$ cat config.mk
export PLATFORM = sky130hd
export DESIGN_NAME = framebuffer_reader
export DESIGN_NICKNAME = d
export VERILOG_FILES = /design/src/rtl/fb_reader_pkg.sv /design/src/rtl/fb_prefetch_fifo.sv /design/src/rtl/framebuffer_reader.sv
export SDC_FILE = /design/constraint.sdc
export NUM_CORES = 1
export LEC_CHECK = 0
export CORE_ASPECT_RATIO = 0.7
export CORE_MARGIN = 2
export CORE_UTILIZATION = 30
export DETAILED_ROUTE_END_ITERATION = 8
export GPL_TIMING_DRIVEN = 0
export PLACE_DENSITY = 0.58
export SETUP_SLACK_MARGIN = 0.1
export SYNTH_ARGS = -nofsm -noshare
export SYNTH_HDL_FRONTEND = slang
export SYNTH_SLANG_ARGS = --single-unit
$ cat constraint.sdc
create_clock -name clk_lse -period 10.6 [get_ports clk_lse]
set_clock_uncertainty 0.05 [all_clocks]
set_input_delay 3.18 -clock clk_lse [delete_from_list [all_inputs] [get_ports clk_lse]]
set_output_delay 3.18 -clock clk_lse [all_outputs]
set_load 0.02 [all_outputs]
$ cat src/rtl/fb_reader_pkg.sv
// Shared types and default constants for the framebuffer column reader.
package fb_reader_pkg;
  localparam int DEF_WORDS_PER_COLUMN = 3456;
  localparam int DEF_NB_COLUMNS       = 128;
  localparam int DEF_RAM_LATENCY      = 2;
  localparam int DEF_FIFO_DEPTH       = 4;
  localparam int DEF_ADDR_W           = 19;
  localparam int DATA_W               = 30;

  typedef enum logic [1:0] {
    PRIME  = 2'd0,
    STREAM = 2'd1,
    DONE   = 2'd2
  } fb_state_e;

  function automatic int min_int(input int a, input int b);
    return (a < b) ? a : b;
  endfunction
endpackage

$ cat src/rtl/fb_prefetch_fifo.sv
// Show-ahead synchronous FIFO: head always shows the oldest entry (0 when empty).
// Flush has priority over push and pop.
module fb_prefetch_fifo
  import fb_reader_pkg::*;
#(
  parameter int DEPTH = DEF_FIFO_DEPTH,
  parameter int W     = DATA_W
) (
  input  logic                         clk,
  input  logic                         rst,
  input  logic                         push,
  input  logic                         pop,
  input  logic                         flush,
  input  logic [W-1:0]                 wdata,
  output logic [W-1:0]                 head,
  output logic [$clog2(DEPTH+1)-1:0]   count
);
  localparam int PTR_W = $clog2(DEPTH);
  localparam int CNT_W = $clog2(DEPTH+1);

  logic [W-1:0]     mem_q [DEPTH];
  logic [PTR_W-1:0] rd_ptr_q, wr_ptr_q;
  logic [CNT_W-1:0] count_q;
  logic             do_push, do_pop;

  assign do_pop  = pop && (count_q != '0);
  assign do_push = push && ((count_q != CNT_W'(DEPTH)) || do_pop);

  always_ff @(posedge clk) begin
    if (rst || flush) begin
      rd_ptr_q <= '0;
      wr_ptr_q <= '0;
      count_q  <= '0;
    end else begin
      if (do_push) begin
        mem_q[wr_ptr_q] <= wdata;
        wr_ptr_q        <= wr_ptr_q + 1'b1;
      end
      if (do_pop) rd_ptr_q <= rd_ptr_q + 1'b1;
      case ({do_push, do_pop})
        2'b10:   count_q <= count_q + 1'b1;
        2'b01:   count_q <= count_q - 1'b1;
        default: count_q <= count_q;
      endcase
    end
  end

  assign head  = (count_q == '0) ? '0 : mem_q[rd_ptr_q];
  assign count = count_q;
endmodule

$ cat src/rtl/framebuffer_reader.sv
// Streams one column of framebuffer words to the driver controller via a prefetch FIFO.
// Optional FB_READER_UNDERRUN_CNT_EN adds a saturating underrun_count output.
module framebuffer_reader
  import fb_reader_pkg::*;
#(
  parameter int WORDS_PER_COLUMN = DEF_WORDS_PER_COLUMN,
  parameter int NB_COLUMNS       = DEF_NB_COLUMNS,
  parameter int RAM_LATENCY      = DEF_RAM_LATENCY,
  parameter int FIFO_DEPTH       = DEF_FIFO_DEPTH,
  parameter int ADDR_W           = DEF_ADDR_W
) (
  input  logic                          clk_lse,
  input  logic                          rst,
  input  logic                          driver_ready,
  input  logic                          column_ready,
  output logic                          ram_rd_en,
  output logic [ADDR_W-1:0]             ram_addr,
  input  logic [DATA_W-1:0]             ram_rdata,
  output logic [DATA_W-1:0]             framebuffer_dat,
  output logic                          fb_primed,
  output logic                          underrun,
  output logic [$clog2(NB_COLUMNS)-1:0] column_index,
  output fb_state_e                     state_dbg
`ifdef FB_READER_UNDERRUN_CNT_EN
  ,
  output logic [15:0]                   underrun_count
`endif
);
  localparam int COL_W       = $clog2(NB_COLUMNS);
  localparam int CNT_W       = $clog2(WORDS_PER_COLUMN + 1);
  localparam int FCNT_W      = $clog2(FIFO_DEPTH + 1);
  localparam int PRIME_LEVEL = min_int(FIFO_DEPTH, WORDS_PER_COLUMN);

  fb_state_e              state_q, state_d;
  logic [COL_W-1:0]       column_index_q, column_index_d;
  logic [ADDR_W-1:0]      col_base_q, col_base_d;
  logic [CNT_W-1:0]       fetched_q, fetched_d, popped_q, popped_d;
  logic [RAM_LATENCY-1:0] vld_q, vld_d;
  logic [FCNT_W-1:0]      fifo_count;
  logic [DATA_W-1:0]      fifo_head;
  logic                   fifo_pop, fifo_push;
  int                     inflight;

  always_comb begin
    inflight = 0;
    for (int i = 0; i < RAM_LATENCY; i++) inflight = inflight + int'(vld_q[i]);
  end

  // State register
  always_ff @(posedge clk_lse) begin
    if (rst) state_q <= PRIME;
    else     state_q <= state_d;
  end

  // Next state: column_ready restarts priming from any state
  always_comb begin
    state_d = state_q;
    if (column_ready) begin
      state_d = PRIME;
    end else begin
      case (state_q)
        PRIME:   if (int'(fifo_count) >= PRIME_LEVEL) state_d = STREAM;
        STREAM:  if (fifo_pop && popped_q == CNT_W'(WORDS_PER_COLUMN - 1)) state_d = DONE;
        default: state_d = state_q;
      endcase
    end
  end

  // Handshake: framebuffer_dat is valid whenever fb_primed=1 and driver_ready in that
  // cycle consumes it; driver_ready without fb_primed is an underrun. column_ready wins.
  always_comb begin
    fb_primed = 1'b0;
    fifo_pop  = 1'b0;
    underrun  = 1'b0;
    ram_rd_en = 1'b0;
    if (!rst) begin
      fb_primed = (state_q == STREAM) && (fifo_count != '0);
      if (!column_ready) begin
        fifo_pop  = driver_ready && fb_primed;
        underrun  = driver_ready && !fb_primed;
        ram_rd_en = (state_q != DONE) && (fetched_q != CNT_W'(WORDS_PER_COLUMN)) &&
                    (int'(fifo_count) + inflight - int'(fifo_pop) < FIFO_DEPTH);
      end
    end
  end

  always_comb begin
    column_index_d = column_index_q;
    col_base_d     = col_base_q;
    fetched_d      = fetched_q;
    popped_d       = popped_q;
    vld_d          = (vld_q << 1) | RAM_LATENCY'(ram_rd_en);
    if (ram_rd_en) fetched_d = fetched_q + 1'b1;
    if (fifo_pop)  popped_d  = popped_q + 1'b1;
    if (column_ready) begin
      vld_d     = '0;
      fetched_d = '0;
      popped_d  = '0;
      if (column_index_q == COL_W'(NB_COLUMNS - 1)) begin
        column_index_d = '0;
        col_base_d     = '0;
      end else begin
        column_index_d = column_index_q + 1'b1;
        col_base_d     = col_base_q + ADDR_W'(WORDS_PER_COLUMN);
      end
    end
  end

  always_ff @(posedge clk_lse) begin
    if (rst) begin
      column_index_q <= '0;
      col_base_q     <= '0;
      fetched_q      <= '0;
      popped_q       <= '0;
      vld_q          <= '0;
    end else begin
      column_index_q <= column_index_d;
      col_base_q     <= col_base_d;
      fetched_q      <= fetched_d;
      popped_q       <= popped_d;
      vld_q          <= vld_d;
    end
  end

  // A return is accepted only when its valid bit leaves the latency pipe
  assign fifo_push = vld_q[RAM_LATENCY-1];

  fb_prefetch_fifo #(
    .DEPTH (FIFO_DEPTH),
    .W     (DATA_W)
  ) u_fifo (
    .clk   (clk_lse),
    .rst   (rst),
    .push  (fifo_push),
    .pop   (fifo_pop),
    .flush (column_ready),
    .wdata (ram_rdata),
    .head  (fifo_head),
    .count (fifo_count)
  );

  assign ram_addr        = col_base_q + ADDR_W'(fetched_q);
  assign framebuffer_dat = rst ? '0 : fifo_head;
  assign column_index    = column_index_q;
  assign state_dbg       = state_q;

`ifdef FB_READER_UNDERRUN_CNT_EN
  logic [15:0] underrun_count_q;
  always_ff @(posedge clk_lse) begin
    if (rst) underrun_count_q <= '0;
    else if (underrun && underrun_count_q != 16'hFFFF) underrun_count_q <= underrun_count_q + 16'd1;
  end
  assign underrun_count = underrun_count_q;
`endif

  fifo_bound_a: assert property (@(posedge clk_lse) disable iff (rst)
    int'(fifo_count) <= FIFO_DEPTH);
endmodule
==> results.env <==
SHARE_CLK_OF_TOTAL_POWER_PCT=42.8
YOSYS_REGISTER_BITS=176
OUTCOME='completed'
TIMING.FINAL.WS_SETUP_NS=1.143
POST-DP-HPWL_UM=10530
CRITICAL_PATH_ARRIVAL_NS=6.23
CLK_LATENCY_NS=0.43
CP_MAX_FO=10
PLACEMENTROWS=48
SYNTHESIS.YOSYS.WARNINGS=0
SYN_AREA_UM2=7569
FINALNETCOUNT=715
SEQPWRFRAC_PCT=52.3
ANTENNADIODECOUNT=0
MAX_FREQ_GHz=0.1057
LOGIC_DEPTH_OF_THE_WORST_REGISTER_TO_REGISTER_PATH=12
FINAL.PERIOD_UTILIZATION_PCT=89.21
VIAS_IN_THE_FIRST_GLOBAL_ROUTE=4379
AREA.GROWTH.SYNTH_TO_FINAL_PCT=25.69
CTS_HOLD_BUF=0
ANTENNA_FOUND_INITIAL=0
DR.PASS1.ITERS=4
IRDROPWORSTVDD_V=0.0001003
CTS_INSERTED_BUFFERS=17
FINAL-HOLD-VIOLATION-COUNT=0
CP-START-KIND='primary input'
ASYNC_RESET_FF_SHARE_PCT=0
ROOT_BUFFER='clkbuf_16'
NUM_IO_PINS=95
CPLARGESTDELAYFAMILY='buffers and inverters'
DRCVIOLATIONCOUNT=0
SYNTH.LIB_CELLS_USED.DISTINCT=57
FIN_TNS_SETUP_NS=0
YOSYSTOPAREACELL='edfxtp_1'
STARTPOINT_OF_THE_LOWEST_SLACK_HOLD_PATH='popped_q[11]'
FLOORPLAN.INITIALDENSITY_PCT=30.59
P_LEAK_nW=3.101
ROUTE.ANTENNA.REMAINING_NETS=0
INTERNAL_POWER_mW=1.084
HTREE_NUM_LEVELS=4
LAYOUTNONFILLERINSTCOUNT=997
SYNTHESIS.AREA_PER_INSTANCE_UM2=13.89
FINAL.FILL_COUNT=2364
SYNTHTOPCELLSBYAREA='edfxtp_1 48%, dfxtp_1 15%, mux4_2 8.9%'
HOLD_WS_NS=0.4577
SYNTH_CELLS=545
POST_CTS_RESIZE_COUNT=0
PLACEABLECOREAREA_UM2=24740
R2R_START='u_fifo.count[2]'
CPMAXSTAGEDELAYCELL='clkdlybuf4s50_1'
SLEW_LIMIT_FAILS=0
SYNTHTOPCELLSBYCOUNT='120 x edfxtp_1, 56 x dfxtp_1, 41 x nor2_1, 34 x nor2b_1, 33 x nand2_1'
PWR_DENSITY_CELL_nW_PER_UM2=149.3
MAX-CLOCK-PATH-BUFFERS=2
GRT_PASS1_WL_UM=24710
SW_FRAC_OF_TOTAL_PCT=23.71
FLOORPLAN.DIE_AREA_UM2=26540
PORT_BUFFERS=94
EDFF_COUNT_SYNTH=120
HOLD_PATH.CLASS='reg2reg'
BIGGEST_CELL_DELAY_ALONG_THE_CRITICAL_PATH_NS=0.70
SYNTH-SEQ-AREA-SHARE_PCT=62.42
CTS_NUM_SINKS=176
LAYOUT_CELLS_SIZED_ABOVE_1_PCT=13.69
SLEW-LIMIT-HEADROOM_PCT=32.52
NETSWITCHINGPOWER_uW=336.9
ROUTED_VIAS=4539
WORST-PATH-STAGES=11
DRT-VIAS-PER-INSTANCE=4.553
PERIOD_MINUS_SLACK_NS=9.457
WORST_HOLD_PATH.NUM_CELLS=2
SYNTH_LARGEST_TYPE_AREA_FRACTION_PCT=47.61
SYNTH.NET_COUNT=601
TRITONCTS_CLOCK_TREE='yes'
GRT_START_MAX_NET_PINS=31
SYNTH_MOST_COMMON_CELL='edfxtp_1'
DIE_Y_UM=136.9
CTS.CLK_SLEW.WORST_PATHS_NS=0.08
CRIT_START='driver_ready'
DIE_W_UM=193.8
TIGHTEST_SLEW_NS=0.9996
WP_DATA_REQUIRED_NS=7.37
PLACED_CELLS_INCL_TAPS=965
MAX_CAP_VIOLS=0
WORST_SETUP_PATH_END_KIND='output pin'
PLACE_WORST_SETUP_SLACK_NS=1.185
TOTAL_POWER_mW=1.421
ROUTE.DETAILED.WL_PER_INST_UM=15.90
GRT_USE_TOTAL_PCT=12.23
DETAILEDROUTE.FIRSTITERATIONVIOLATIONS=255
REPORT.FINAL.SETUP_VIOL=0
PART_OF_THE_POWER_IN_COMBINATIONAL_LOGIC_PCT=4.9
GLOBALROUTEOVERFLOWTOTAL=0
SYNTH_TOP_FLOP_CELL='edfxtp_1'
TIMING.CRITICAL_PATH.BUF_INV=4
POST_CTS_BUFFERS=0
GP_CONGESTION=0.7574
CRIT_TYPE='in2out'
POSTROUTEWIRELENGTH_UM=15860
CELLS_ALONG_THE_CRITICAL_PATH='clkdlybuf4s50_1, and3_4, buf_6, ha_1, inv_1, ha_1, a21oi_1, and4_1, o21ai_2, a21oi_1, clkdlybuf4s50_1'
GRT_SETUP_UNREPAIRED='false'
## final cells by class
type	instances	area (um2)	share of cell area (%)
Clock buffer	17	425.4	4.472
Sequential cell	176	4725	49.66
Buffer	28	130.1	1.368
Clock inverter	15	146.4	1.539
Tap cell	325	406.6	4.275
Timing Repair Buffer	95	960.9	10.10
Inverter	18	67.56	0.7102
Multi-Input combinational cell	323	2651	27.87
## state kept, by name, indices dropped and copies added (netlist names), named ones only
name	flops
vld_q	2
u_fifo.count	3
u_fifo.wr_ptr_q	2
column_index	7
col_base_q	12
state_dbg	2
u_fifo.mem_q	120
fetched_q	12
u_fifo.rd_ptr_q	2
popped_q	12
## per-layer routing
layer  part of all wire, %  vias up  global-route usage, %
li1                      -     2226                      -
met1                    52     2244                  18.08
met2                    44       59                  18.00
met3                   2.5       10                  2.735
met4                   1.0        0                  3.409
met5                     0        -                      0
## kinds of logic (layout without fill, tap and decap cells)
family	Yosys count	after routing	share of synthesized area [%]
xor gates and xnor gates	37	37	4.282
adders and majority gates	22	22	3.736
muxes	34	34	9.456
and+or+nand+nor	171	171	12.05
DFF	176	176	62.42
AOI/OAI and AO/OA	59	59	5.439
buffers and inverters	46	173	2.612
## cells in the final DEF (no fill, tap or decap), drive strengths merged, types with 2 or more instances in the layout
| cell type | netlist | routed |
|---|---|---|
| xor2 | 20 | 20 |
| nor3b | 2 | 2 |
| and4 | 3 | 3 |
| mux4 | 30 | 30 |
| xnor2 | 17 | 17 |
| dfxtp | 56 | 56 |
| o21ai | 16 | 16 |
| a31o | 2 | 2 |
| o31ai | 3 | 3 |
| clkdlybuf4s50 | 0 | 94 |
| mux2i | 4 | 4 |
| nor2 | 42 | 42 |
| nand2b | 2 | 2 |
| o311ai | 2 | 2 |
| a21o | 4 | 4 |
| nor2b | 34 | 34 |
| nand4 | 10 | 10 |
| and3 | 4 | 4 |
| edfxtp | 120 | 120 |
| a211oi | 3 | 3 |
| nand2 | 33 | 33 |
| clkbuf | 19 | 36 |
| nand3 | 16 | 16 |
| buf | 8 | 9 |
| and2 | 8 | 8 |
| a21oi | 21 | 21 |
| or3 | 8 | 8 |
| nor3 | 2 | 2 |
| clkinv | 0 | 5 |
| clkinvlp | 0 | 2 |
| inv | 18 | 26 |
| o41ai | 2 | 2 |
| ha | 21 | 21 |
| or4 | 3 | 3 |
## tightest hold or removal path: cells and delay by family (launching register included)
family | cells | cell delay [ns]
flops | 1 | 0.33
compound gates | 2 | 0.14
## power by group through the flow
| stage | sequential [mW] | clock, mW | combinational, mW |
|---|---|---|---|
| floorplan | 0.758 | 0 | 0.0329 |
| global placement | 0.758 | 0 | 0.0690 |
| detailed placement | 0.758 | 0 | 0.0699 |
| CTS | 0.742 | 0.629 | 0.0703 |
| global route | 0.743 | 0.655 | 0.0763 |
| finish | 0.743 | 0.609 | 0.0695 |
## per-stage QoR
step / cell area, um2 / util [%]
finish: 9513 / 38.45
global placement: 8916 / 36.03
floorplan: 7569 / -
detailed placement: 8941 / 36.13
global route: 9513 / 38.45
CTS: 9513 / 38.45
## path summary, 6_finish.rpt
kind / end / slack, ns
max reg2reg: fetched_q[11] / 7.13
min: popped_q[11] / 0.46
max: ram_rd_en / 1.14
min reg2reg: popped_q[11] / 0.46
No activity file was read; power rests on OpenSTA's default activity.
